$ cat src/rtl/alu_ctrl_pkg.sv
// Shared constants and types for the ALU sequencing controller.
// Opcodes, condition codes, FSM states and flag bit positions.
package alu_ctrl_pkg;

    localparam logic [3:0] OP_AND = 4'h0;
    localparam logic [3:0] OP_EOR = 4'h1;
    localparam logic [3:0] OP_SUB = 4'h2;
    localparam logic [3:0] OP_RSB = 4'h3;
    localparam logic [3:0] OP_ADD = 4'h4;
    localparam logic [3:0] OP_ADC = 4'h5;
    localparam logic [3:0] OP_SBC = 4'h6;
    localparam logic [3:0] OP_RSC = 4'h7;
    localparam logic [3:0] OP_TST = 4'h8;
    localparam logic [3:0] OP_TEQ = 4'h9;
    localparam logic [3:0] OP_CMP = 4'hA;
    localparam logic [3:0] OP_CMN = 4'hB;
    localparam logic [3:0] OP_ORR = 4'hC;
    localparam logic [3:0] OP_MOV = 4'hD;
    localparam logic [3:0] OP_BIC = 4'hE;
    localparam logic [3:0] OP_MVN = 4'hF;

    localparam logic [3:0] CC_EQ = 4'h0;
    localparam logic [3:0] CC_NE = 4'h1;
    localparam logic [3:0] CC_CS = 4'h2;
    localparam logic [3:0] CC_CC = 4'h3;
    localparam logic [3:0] CC_MI = 4'h4;
    localparam logic [3:0] CC_PL = 4'h5;
    localparam logic [3:0] CC_VS = 4'h6;
    localparam logic [3:0] CC_VC = 4'h7;
    localparam logic [3:0] CC_HI = 4'h8;
    localparam logic [3:0] CC_LS = 4'h9;
    localparam logic [3:0] CC_GE = 4'hA;
    localparam logic [3:0] CC_LT = 4'hB;
    localparam logic [3:0] CC_GT = 4'hC;
    localparam logic [3:0] CC_LE = 4'hD;
    localparam logic [3:0] CC_AL = 4'hE;
    localparam logic [3:0] CC_NV = 4'hF;

    localparam int FLAG_N = 3;
    localparam int FLAG_Z = 2;
    localparam int FLAG_C = 1;
    localparam int FLAG_V = 0;

    typedef enum logic [1:0] {
        IDLE = 2'd0,
        EXEC = 2'd1,
        RESP = 2'd2
    } state_t;

    // TST/TEQ/CMP/CMN occupy 1000..1011
    function automatic logic is_compare(input logic [3:0] op);
        return op[3:2] == 2'b10;
    endfunction

endpackage

$ cat src/rtl/alu_cond_eval.sv
// Combinational condition-code check against NZCV flags.
// Encoding 4'hF never passes.
module alu_cond_eval
    import alu_ctrl_pkg::*;
(
    input  logic [3:0] cond,
    input  logic [3:0] nzcv,
    output logic       pass
);

    logic n;
    logic z;
    logic c;
    logic v;

    assign n = nzcv[FLAG_N];
    assign z = nzcv[FLAG_Z];
    assign c = nzcv[FLAG_C];
    assign v = nzcv[FLAG_V];

    // decode the condition against the flag bits
    always_comb begin
        pass = 1'b0;
        unique case (cond)
            CC_EQ: pass = z;
            CC_NE: pass = !z;
            CC_CS: pass = c;
            CC_CC: pass = !c;
            CC_MI: pass = n;
            CC_PL: pass = !n;
            CC_VS: pass = v;
            CC_VC: pass = !v;
            CC_HI: pass = c && !z;
            CC_LS: pass = !c || z;
            CC_GE: pass = n == v;
            CC_LT: pass = n != v;
            CC_GT: pass = !z && (n == v);
            CC_LE: pass = z || (n != v);
            CC_AL: pass = 1'b1;
            CC_NV: pass = 1'b0;
        endcase
    end

endmodule

$ cat src/rtl/alu_ctrl.sv
// Round-robin front end for the 32-bit ALU: arbitrates two
// requesters, gates on condition codes, owns the NZCV register.
module alu_ctrl
    import alu_ctrl_pkg::*;
#(
    parameter int         DATA_W    = 32,
    parameter logic [3:0] FLAGS_RST = 4'b0000
) (
    input  logic              clk,
    input  logic              rst_n,
    input  logic [1:0]        req_valid,
    output logic [1:0]        req_ready,
    input  logic [7:0]        req_op,
    input  logic [2*DATA_W-1:0] req_a,
    input  logic [2*DATA_W-1:0] req_b,
    input  logic [1:0]        req_s,
    input  logic [7:0]        req_cond,
    output logic [DATA_W-1:0] alu_a,
    output logic [DATA_W-1:0] alu_b,
    output logic [3:0]        alu_op,
    output logic              alu_nin,
    output logic              alu_zin,
    output logic              alu_cin,
    output logic              alu_vin,
    input  logic [DATA_W-1:0] alu_y,
    input  logic              alu_n,
    input  logic              alu_z,
    input  logic              alu_c,
    input  logic              alu_v,
    output logic              rsp_valid,
    input  logic              rsp_ready,
    output logic              rsp_id,
    output logic [DATA_W-1:0] rsp_y,
    output logic              rsp_exec,
    output logic              rsp_wb,
    output logic [3:0]        flags
);

    state_t state;
    state_t state_nx;

    logic       last_grant;
    logic [1:0] grant;
    logic       accept;
    logic       sel_id;
    logic [3:0] sel_cond;
    logic       sel_pass;
    logic       lat_id;
    logic       lat_s;
    logic       lat_pass;
    logic       upd_flags;

    assign alu_nin = flags[FLAG_N];
    assign alu_zin = flags[FLAG_Z];
    assign alu_cin = flags[FLAG_C];
    assign alu_vin = flags[FLAG_V];

    // round-robin: on contention favour the one not granted last
    always_comb begin
        grant    = 2'b00;
        grant[0] = req_valid[0] && (!req_valid[1] || last_grant);
        grant[1] = req_valid[1] && (!req_valid[0] || !last_grant);
    end

    assign accept   = |(req_valid & req_ready);
    assign sel_id   = req_ready[1];
    assign sel_cond = sel_id ? req_cond[7:4] : req_cond[3:0];

    alu_cond_eval u_cond (
        .cond (sel_cond),
        .nzcv (flags),
        .pass (sel_pass)
    );

    assign upd_flags = lat_pass && (is_compare(alu_op) || lat_s);

    // state register
    always_ff @(posedge clk or negedge rst_n) begin
        if (!rst_n) begin
            state <= IDLE;
        end else begin
            state <= state_nx;
        end
    end

    // next state and request-side ready
    always_comb begin
        state_nx  = state;
        req_ready = 2'b00;
        case (state)
            IDLE: begin
                req_ready = grant;
                if (accept) begin
                    state_nx = EXEC;
                end
            end
            EXEC: begin
                state_nx = RESP;
            end
            RESP: begin
                if (rsp_ready) begin
                    state_nx = IDLE;
                end
            end
            default: begin
                state_nx = IDLE;
            end
        endcase
    end

    // latch the granted request into the ALU operand registers
    always_ff @(posedge clk or negedge rst_n) begin
        if (!rst_n) begin
            alu_a      <= '0;
            alu_b      <= '0;
            alu_op     <= 4'h0;
            lat_id     <= 1'b0;
            lat_s      <= 1'b0;
            lat_pass   <= 1'b0;
            last_grant <= 1'b1;
        end else if (state == IDLE && accept) begin
            alu_a      <= sel_id ? req_a[2*DATA_W-1:DATA_W]
                                 : req_a[DATA_W-1:0];
            alu_b      <= sel_id ? req_b[2*DATA_W-1:DATA_W]
                                 : req_b[DATA_W-1:0];
            alu_op     <= sel_id ? req_op[7:4] : req_op[3:0];
            lat_s      <= req_s[sel_id];
            lat_pass   <= sel_pass;
            lat_id     <= sel_id;
            last_grant <= sel_id;
        end
    end

    // capture result and flags after EXEC, hold until handshake
    always_ff @(posedge clk or negedge rst_n) begin
        if (!rst_n) begin
            rsp_valid <= 1'b0;
            rsp_id    <= 1'b0;
            rsp_y     <= '0;
            rsp_exec  <= 1'b0;
            rsp_wb    <= 1'b0;
            flags     <= FLAGS_RST;
        end else if (state == EXEC) begin
            rsp_valid <= 1'b1;
            rsp_id    <= lat_id;
            rsp_y     <= lat_pass ? alu_y : '0;
            rsp_exec  <= lat_pass;
            rsp_wb    <= lat_pass && !is_compare(alu_op);
            if (upd_flags) begin
                flags <= {alu_n, alu_z, alu_c, alu_v};
            end
        end else if (state == RESP && rsp_ready) begin
            rsp_valid <= 1'b0;
        end
    end

endmodule

$ cat config.mk
export PLATFORM = sky130hd
export DESIGN_NAME = alu_ctrl
export DESIGN_NICKNAME = d
export VERILOG_FILES = /design/src/rtl/alu_ctrl_pkg.sv /design/src/rtl/alu_cond_eval.sv /design/src/rtl/alu_ctrl.sv
export SDC_FILE = /design/constraint.sdc
export NUM_CORES = 1
export LEC_CHECK = 0
export ABC_CLOCK_PERIOD_IN_PS = 3900
export CAP_MARGIN = 5
export CORE_MARGIN = 5
export CORE_UTILIZATION = 40
export DETAILED_ROUTE_END_ITERATION = 10
export PLACE_DENSITY_LB_ADDON = 0.12
export SLEW_MARGIN = 25
export SYNTH_ARGS = -nofsm -noshare
export SYNTH_HDL_FRONTEND = slang
export SYNTH_HIERARCHICAL = 1
export SYNTH_SLANG_ARGS = --single-unit
$ cat constraint.sdc
create_clock -name clk -period 3.9 [get_ports clk]
set_clock_uncertainty 0.2 [all_clocks]
set_input_delay 0.39 -clock clk [delete_from_list [all_inputs] [get_ports clk]]
set_output_delay 0.39 -clock clk [all_outputs]
set_load 0.02 [all_outputs]
==> results.py <==
metrics = {
    "timing": {
        "finalSetupTns_ns": 0,
        "hold_ws_ns": 0.278,
        "final-setup-viol-count": 0,
        "finalCritPeriodShare": 0.815,
        "final_hold_viol_count": 0,
        "rsz0062_at_grt": "false",
        "fmax_mhz": 315,
        "period_needed_ns": 3.18,
        "relSlewSlack": 0.463,
        "drv_slew": 0,
        "worst_slew_pin_slew_ns": 0.806,
        "setup_ws_ns": 0.720,
    },
    "global_route": {
        "grt.overflow.total": 0,
        "use_met1": 0.300,
        "grt_usage": 0.247,
        "grt_max_degree": 72,
        "grt_pass1_wl_um": 32500,
        "grt_use_met2": 0.409,
        "grt.met3_usage": 0.0767,
        "top_usage_layer": "met2",
        "antenna_found_initial": 1,
        "grt_pass1_vias": 6069,
    },
    "placement": {
        "port-buffer-count": 300,
        "pre_cts_ws_ns": 0.828,
        "place_congestion": 0.868,
        "place_hpwl_um": 14700,
    },
    "cts": {
        "cts_tree": "built",
        "cts_buffers": 17,
        "cts_sinks": 114,
        "htreeDepth": 4,
        "clk_pin_slew_worst_paths_ns": 0.05,
        "cts_root_buf": "clkbuf_16",
        "clock_path_buffers": 2,
        "cts_setup_buffers": 0,
        "clock_latency_ns": 0.40,
    },
    "logic_synthesis": {
        "synth-edff-count": 0,
        "ys_ff_latch": 114,
        "synth_flop_cell": "dfrtp_1",
        "syn_area_per_cell_um2": 9.34,
        "synth_cells": 613,
        "synthArstFlopShare": 1.00,
        "syn-cell-area_um2": 5720,
        "synth_top_area_frac": 0.494,
        "yosysTopAreaCell": "dfrtp_1",
        "yosysWarnings": 6,
        "synth_common_cells": "113 x dfrtp_1, 104 x o21ai_0, 74 x inv_1",
        "ys_seq_area_frac": 0.499,
        "synth_most_common_cell": "dfrtp_1",
        "synthTopCellsByArea": "dfrtp_1 49%, o2111ai_1 11%, o211ai_1 9.2%, o21ai_0 9.1%, inv_1 4.9%",
        "ys_types": 37,
        "syn_nets": 800,
    },
    "run": {
        "maxCapViolCount": 0,
    },
    "setup_path": {
        "crit_path_start": "state[0]$_DFFE_PN0P_",
        "criticalPathCategory": "flip-flop to primary output",
        "slowest_stage": "buf_4",
        "cp.arrival_ns": 2.59,
        "r2r_start": "last_grant$_DFFE_PN1P_",
        "crit_fanout": 70,
        "crit_path_end_kind": "primary output",
        "start_kind": "flip-flop",
        "worstPathCellList": "nor2_4, buf_4, o211ai_1, inv_1, clkdlybuf4s50_1",
        "critPathMaxStageDelay_ns": 0.60,
        "cp.required_ns": 3.31,
    },
    "finish": {
        "fillerInstances": 1116,
        "final_layout_size_suffix_gt1_frac": 0.0646,
        "layout.nets": 1060,
        "fin_util": 0.670,
        "synthToLayoutAreaGrowth_pct": 63.1,
    },
    "power_and_ir_drop": {
        "p_per_area_nw_per_um2": 778,
        "p_total_mw": 7.26,
        "clock_power_share": 0.218,
        "combPwrFrac": 0.500,
        "p_seq_frac": 0.282,
        "p_switching_mw": 2.92,
        "p_leak_nw": 3.85,
        "switching_share": 0.402,
        "intPower_mw": 4.34,
        "peakVddDrop_mv": 0.379,
    },
    "die": {
        "die_y_um": 130,
        "dieArea_um2": 16800,
        "row_count": 43,
        "die_w_um": 130,
        "io_pins": 301,
        "initial_core_util": 0.411,
        "design.core.area_um2": 13900,
    },
    "run_status": {
        "outcome": "finished clean",
    },
    "route": {
        "drc": 0,
        "dr.pass1.iters": 5,
        "drt_first_iter_violations": 474,
        "via_count": 5958,
        "vias_per_cell": 5.60,
        "wirelength_um": 21400,
        "antenna_left": 0,
        "wl_per_cell_um": 20.1,
    },
    "hold_path": {
        "hold_class": "flip-flop to flip-flop",
        "hp-start": "rsp_y[4]$_DFFE_PN0P_",
    },
}
-- what timing repair did --
action                    CTS  global route
hold endpoints to repair   58             0
hold buffers                1             0
gates resized for setup     0             0
-- metal layers --
metal	vias up	wire, um
li1	2743	-
met1	2878	8360
met2	299	10400
met3	38	1940
met4	0	653
met5	-	0
-- registers in the layout (all words and copies together) (netlist names), 2 cells and up --
name    flops
alu_b      32
state       2
rsp_y      32
flags       4
alu_op      4
alu_a      32
-- cell type report --
cell class | instances | area [um2] | area share
Clock buffer | 25 | 536 | 0.0573
Multi-Input combinational cell | 353 | 2280 | 0.244
Clock inverter | 4 | 70.1 | 0.00750
Tap cell | 180 | 225 | 0.0241
Sequential cell | 114 | 2850 | 0.306
Timing Repair Buffer | 312 | 3090 | 0.331
Antenna cell | 1 | 2.50 | 0.000268
Inverter | 75 | 282 | 0.0301
-- kinds of logic after synthesis --
| logic type | after synthesis | share of synthesized area |
|---|---|---|
| compound gates | 256 | 0.305 |
| xor+xnor | 4 | 0.00612 |
| buf+inv | 146 | 0.106 |
| flops | 114 | 0.499 |
| mux | 12 | 0.0240 |
| simple gates | 81 | 0.0601 |
-- power by group through the flow --
stage	registers (mW)	logic, mW	clock network, mW
final	2.05	3.63	1.58
after global routing	2.11	3.89	1.65
after CTS	2.05	3.64	1.60
after detailed placement	2.05	3.63	0
after global placement	2.03	3.55	0
after floorplan	2.59	1.45	0
-- worst max-delay path, delay by kind of cell (launching register included) --
family	cells	cell delay, ns
AO/OA/AOI/OAI	1	0.27
flip-flops	1	0.47
AND/OR/NAND/NOR	1	0.13
buffers and inverters	3	1.30
-- metrics by stage --
stage,area (um2),cells
finish,9340,1064
global route,9340,1064
CTS,9330,1063
detailed placement,8710,1033
global placement,8710,1033
floorplan,5720,613
-- layout by cell type (no fill, tap or decap), types with 2 or more instances in the layout --
| cell | netlist | routed |
|---|---|---|
| dfrtp_1 | 113 | 113 |
| inv_1 | 74 | 74 |
| clkbuf_16 | 0 | 17 |
| a21o_1 | 2 | 2 |
| nor2_1 | 4 | 4 |
| nor2b_1 | 2 | 2 |
| nor2_4 | 2 | 3 |
| clkinv_2 | 0 | 2 |
| buf_4 | 7 | 12 |
| mux2_2 | 6 | 6 |
| mux2_1 | 4 | 4 |
| clkbuf_8 | 0 | 8 |
| a21oi_1 | 4 | 4 |
| o21ai_0 | 104 | 104 |
| o211ai_1 | 70 | 70 |
| clkdlybuf4s50_1 | 0 | 298 |
| o2111ai_1 | 70 | 70 |
| xor2_1 | 3 | 3 |
| nand2b_1 | 3 | 2 |
| nand2_1 | 65 | 65 |
| bufinv_16 | 0 | 2 |
-- path summary, 6_finish.rpt --
path | to | slack, ns | cells past startpoint
setup reg to reg | lat_pass$_DFFE_PN0P_ | 1.07 | 9
min in group asynchronous | rsp_y[30]$_DFFE_PN0P_ | 0.42 | 2
hold reg to reg | rsp_y[4]$_DFFE_PN0P_ | 0.28 | 2
max in group asynchronous | alu_a[0]$_DFFE_PN0P_ | 2.16 | 3
hold / removal | rsp_y[4]$_DFFE_PN0P_ | 0.28 | 2
setup / recovery | req_ready[0] | 0.72 | 5
Note: power is estimated with default switching activity, not from simulation.
